===== config.mk =====
export PLATFORM = sky130hd
export DESIGN_NAME = lo_manchester_tx
export DESIGN_NICKNAME = d
export VERILOG_FILES = /design/src/rtl/lo_manchester_tx.sv
export SDC_FILE = /design/constraint.sdc
export NUM_CORES = 1
export LEC_CHECK = 0
export ABC_AREA = 1
export CAP_MARGIN = 20
export CORE_MARGIN = 8
export CORE_UTILIZATION = 30
export DETAILED_ROUTE_END_ITERATION = 8
export GPL_ROUTABILITY_DRIVEN = 0
export GPL_TIMING_DRIVEN = 0
export SLEW_MARGIN = 30
export SYNTH_ARGS = -nofsm -noshare
export SYNTH_HDL_FRONTEND = slang
export SYNTH_SLANG_ARGS = --single-unit

===== constraint.sdc =====
create_clock -name pck0 -period 4.5 [get_ports pck0]
set_clock_uncertainty 0.15 [all_clocks]
set_input_delay 1.35 -clock pck0 [delete_from_list [all_inputs] [get_ports pck0]]
set_output_delay 1.35 -clock pck0 [all_outputs]
set_load 0.01 [all_outputs]

===== src/rtl/lo_manchester_tx.sv =====
// LF tag-emulation transmitter: Manchester-encodes bytes MSB first and
// modulates the tag load in lock-step with an internally divided carrier.
module lo_manchester_tx #(
  parameter logic INVERT = 1'b0,
  parameter int   HB_W   = 6
) (
  input  logic            pck0,
  input  logic            reset,
  input  logic [7:0]      divisor,
  input  logic [HB_W-1:0] half_bit,
  input  logic            lf_field,
  input  logic [7:0]      data_in,
  input  logic            data_valid,
  output logic            data_ready,
  output logic            busy,
  output logic            tx_done,
  output logic            adc_clk,
  output logic            pwr_oe1,
  output logic            pwr_oe2,
  output logic            pwr_oe3,
  output logic            pwr_oe4,
  output logic            pwr_hi,
  output logic            pwr_lo,
  output logic            dbg
);

  // Byte handshake: a byte moves when data_valid && data_ready at a rising
  // pck0 edge; data_ready is registered and equals "holding register empty".

  typedef enum logic [1:0] {S_IDLE, S_FIRST, S_SECOND} state_t;

  state_t          r_state;
  logic [7:0]      r_cnt;
  logic            r_carrier;
  logic [7:0]      r_hold;
  logic            r_hold_full;
  logic            r_data_ready;
  logic [7:0]      r_shift;
  logic [2:0]      r_bit_idx;
  logic [HB_W-1:0] r_hb_cnt;
  logic            r_mod;
  logic            r_busy;
  logic            r_tx_done;

  logic            w_tick;
  logic [HB_W-1:0] w_hb_last;
  logic            w_hb_end;
  logic            w_accept;

  function automatic logic enc(input logic b, input logic first);
    return first ? (b ^ INVERT) : ~(b ^ INVERT);
  endfunction

  // >= rather than == so a divisor lowered mid-count still wraps promptly.
  assign w_tick    = (r_cnt >= divisor) && !r_carrier;
  assign w_hb_last = (half_bit == '0) ? '0 : half_bit - HB_W'(1);
  assign w_hb_end  = w_tick && (r_hb_cnt >= w_hb_last);
  assign w_accept  = data_valid && r_data_ready;

  always_ff @(posedge pck0) begin
    if (reset) begin
      r_cnt     <= '0;
      r_carrier <= 1'b0;
    end else if (r_cnt >= divisor) begin
      r_cnt     <= '0;
      r_carrier <= ~r_carrier;
    end else begin
      r_cnt <= r_cnt + 8'd1;
    end
  end

  always_ff @(posedge pck0) begin
    if (reset) begin
      r_state      <= S_IDLE;
      r_hold       <= '0;
      r_hold_full  <= 1'b0;
      r_data_ready <= 1'b1;
      r_shift      <= '0;
      r_bit_idx    <= '0;
      r_hb_cnt     <= '0;
      r_mod        <= 1'b0;
      r_busy       <= 1'b0;
      r_tx_done    <= 1'b0;
    end else begin
      r_tx_done <= 1'b0;
      // Accept and reload never coincide: reload needs a full holding register.
      if (w_accept) begin
        r_hold       <= data_in;
        r_hold_full  <= 1'b1;
        r_data_ready <= 1'b0;
      end
      case (r_state)
        S_IDLE: begin
          if (w_tick && r_hold_full) begin
            r_shift      <= r_hold;
            r_hold_full  <= 1'b0;
            r_data_ready <= 1'b1;
            r_bit_idx    <= 3'd7;
            r_hb_cnt     <= '0;
            r_busy       <= 1'b1;
            r_mod        <= enc(r_hold[7], 1'b1);
            r_state      <= S_FIRST;
          end
        end
        S_FIRST: begin
          if (w_hb_end) begin
            r_hb_cnt <= '0;
            r_mod    <= enc(r_shift[7], 1'b0);
            r_state  <= S_SECOND;
          end else if (w_tick) begin
            r_hb_cnt <= r_hb_cnt + HB_W'(1);
          end
        end
        S_SECOND: begin
          if (w_hb_end) begin
            r_hb_cnt <= '0;
            if (r_bit_idx != 3'd0) begin
              r_shift   <= {r_shift[6:0], 1'b0};
              r_bit_idx <= r_bit_idx - 3'd1;
              r_mod     <= enc(r_shift[6], 1'b1);
              r_state   <= S_FIRST;
            end else if (r_hold_full) begin
              r_shift      <= r_hold;
              r_hold_full  <= 1'b0;
              r_data_ready <= 1'b1;
              r_bit_idx    <= 3'd7;
              r_mod        <= enc(r_hold[7], 1'b1);
              r_state      <= S_FIRST;
            end else begin
              r_mod     <= 1'b0;
              r_busy    <= 1'b0;
              r_tx_done <= 1'b1;
              r_state   <= S_IDLE;
            end
          end else if (w_tick) begin
            r_hb_cnt <= r_hb_cnt + HB_W'(1);
          end
        end
        default: r_state <= S_IDLE;
      endcase
    end
  end

  assign data_ready = r_data_ready;
  assign busy       = r_busy;
  assign tx_done    = r_tx_done;
  assign adc_clk    = ~r_carrier;
  assign pwr_oe1    = 1'b0;
  assign pwr_hi     = 1'b0;
  assign pwr_lo     = 1'b0;
  assign pwr_oe2    = r_mod & ~lf_field;
  assign pwr_oe3    = r_mod & ~lf_field;
  assign pwr_oe4    = r_mod & ~lf_field;
  assign dbg        = r_mod;

endmodule


==> out/metrics.cfg <==
[floorplan]
pin_count=37
die-width_um=110
rows=34
die_area_um2=12000
core_area_um2=8590
die_height_um=110
start_util_pct=30.6

[placement]
dpl.cell_count=524
preCtsSetupSlack_ns=0.300
portBuffers=33
dp_hpwl_um=4530

[sta]
fin_crit_sh_pct=91.2
setup_ws_ns=0.394
hold_viol_final=0
fmax_ghz=0.244
finalSetupViolCount=0
layout_min_cycle_time_ns=4.11
slew_violations=0
grt_setup_unrepaired=false
fin_tns_setup_ns=0

[setup_path]
cp_cell_sequence=clkdlybuf4s50_1 -> nor2_1 -> buf_4 -> clkdlybuf4s50_1
critPathArrivalTime_ns=2.61
crit-reg2reg-launch=r_state[0]
worstSetupEndpointType=primary output
crit_top_cell=clkdlybuf4s50_1
path_class=in -> out
critPathLaunchType=primary input
crit_path_start=lf_field
cpPeakStageDelay_ns=0.54
critPathMaxFanout=3
cpMaxStageDelayCell=clkdlybuf4s50_1
r2r_setup_slack_ns=2.26
cp.required_ns=3.00

[run_status]
outcome=completed

[drt]
dr_total_vias=2372
drt_iter0_markers=109
met1_length_um=2740
top_layer_used=met4
vias_per_cell=4.46
wl_met2_um=2620
wl_per_cell_um=10.9
drc_errors=0
drt_wl_total_um=5770
firstDrtPassIters=4
ant_nets=0
wl_met3_um=326

[synthesis]
synth_top_flop_cell=dfxtp_1
synth-edff-count=0
seq_area_frac_synth_pct=31.2
syn-cell-area_um2=2630
ys_async_sr_fraction_pct=0
ys_ff_latch=41
synth_cell_types=34
syn_avg_cell_area_um2=6.90
synth_warnings=0
syn_inst=381

[finish]
final_common_cell=nand2_1
insertedDiodeCount=0
nets=473
area.growth.synth_to_final_pct=21.6
fill_cells=922
fin_cells=532
final_cell_mix=84 x nand2_1, 58 x nor2_1, 52 x inv_1
drive_above_1_share_pct=10.1

[clocking]
clkLatencyLatePin_ns=0.30
postCtsResizedCells=0
cts_tree=yes
cts_max_path_buffers=2
clkTransAtPathRegs_ns=0.09
cts_made_buffers=5
clkSinkCount=41
cts_setup_buffers=0
postCtsHoldBufs=0
cts_root_buffer=clkbuf_8
ctsHtreeMaxLevel=2

[global_routing]
grt_use_total_pct=10.0
grt_max_degree=16
grt_overflow=0
grt_pass1_wl_um=9760
grt_pass1_vias=2209
antenna_found_initial=0

[run]
cap_violations=0

[power]
max-vdd-ir-drop_mv=0.138
p_leak_nw=1.46
p_per_area_nw_per_um2=417

[worst_hold_path]
hp-class=reg -> reg
worstHoldStart=r_cnt[0]

cell families (layout without fill, tap and decap cells):
family                   Yosys count  after routing  synth area share [%]
AO/OA/AOI/OAI                     53             53                  11.1
XOR/XNOR                           5              5                  1.67
adder cells (fa/ha/maj)           24             24                  11.4
buffers and inverters             64            105                  10.4
flip-flops                        41             41                  31.2
other                              1              3                 0.143
AND/OR/NAND/NOR                  193            193                  34.0
state kept, by name (all words and copies together), names as in the netlist:
register,count
r_hold,8
dbg,1
r_carrier,1
r_state,2
r_bit_idx,3
r_hb_cnt,6
busy,1
r_shift,8
r_hold_full,1
tx_done,1
data_ready,1
r_cnt,8
per-layer routing:
layer  track usage (%)  vias to the layer above
met5                 0                        -
met4              4.05                        0
met3              2.40                        6
met2              16.2                       47
met1              12.5                     1035
li1                  -                     1284
path summary, 6_finish.rpt:
kind,to,depth (start not counted)
setup / recovery,pwr_oe4,4
hold / removal,r_cnt[0],1
setup reg to reg,r_bit_idx[2],10
hold reg to reg,r_cnt[0],1
synth_stat cells, drive strengths merged (2+ instances only):
| cell | number | share of area, % |
|---|---|---|
| ha | 24 | 11 |
| a21oi | 20 | 4.0 |
| nand3 | 17 | 4.6 |
| xnor2 | 2 | 0.67 |
| buf | 8 | 2.4 |
| nor3b | 2 | 0.57 |
| clkbuf | 3 | 0.43 |
| inv | 53 | 7.6 |
| nor2 | 66 | 10 |
| nor4 | 2 | 0.48 |
| o21ai | 27 | 5.1 |
| xor2 | 3 | 1.0 |
| a21boi | 2 | 0.57 |
| nand2 | 92 | 15 |
| nand4 | 7 | 1.7 |
| dfxtp | 41 | 31 |
| or2 | 5 | 1.2 |
critical path, delay by kind of cell:
family                 cells  cell delay (ns)
buffers and inverters      3             1.07
and+or+nand+nor            1             0.18
stage by stage:
stage | total power (W) | instance area (um2) | utilization, % | hold slack [ns]
2_1_floorplan | 0.000930 | 2640 | - | 0.280
3_3_place_gp | 0.00107 | 3100 | 36.1 | 0.295
3_5_place_dp | 0.00109 | 3100 | 36.1 | 0.302
4_1_cts | 0.00135 | 3190 | 37.2 | 0.324
5_1_grt | 0.00147 | 3190 | 37.2 | 0.343
6_report | 0.00133 | 3190 | 37.2 | 0.319
cell type report:
class | instances | area, um2 | area share [%]
inverter | 53 | 199 | 6.23
clock buffer | 5 | 68.8 | 2.15
tap | 108 | 135 | 4.23
multi-input combinational | 278 | 1540 | 48.2
buffer | 11 | 75.1 | 2.35
sequential | 41 | 821 | 25.7
clock inverter | 3 | 25.0 | 0.783
timing repair buffer | 33 | 330 | 10.3
report_power, final:
group	total [W]	internal [W]	switching, W
Combinational	0.000611	0.000231	0.000380
Sequential	0.000468	0.000427	0.0000409
Clock	0.000255	0.000112	0.000143
No activity file was read; power rests on OpenSTA's default activity.
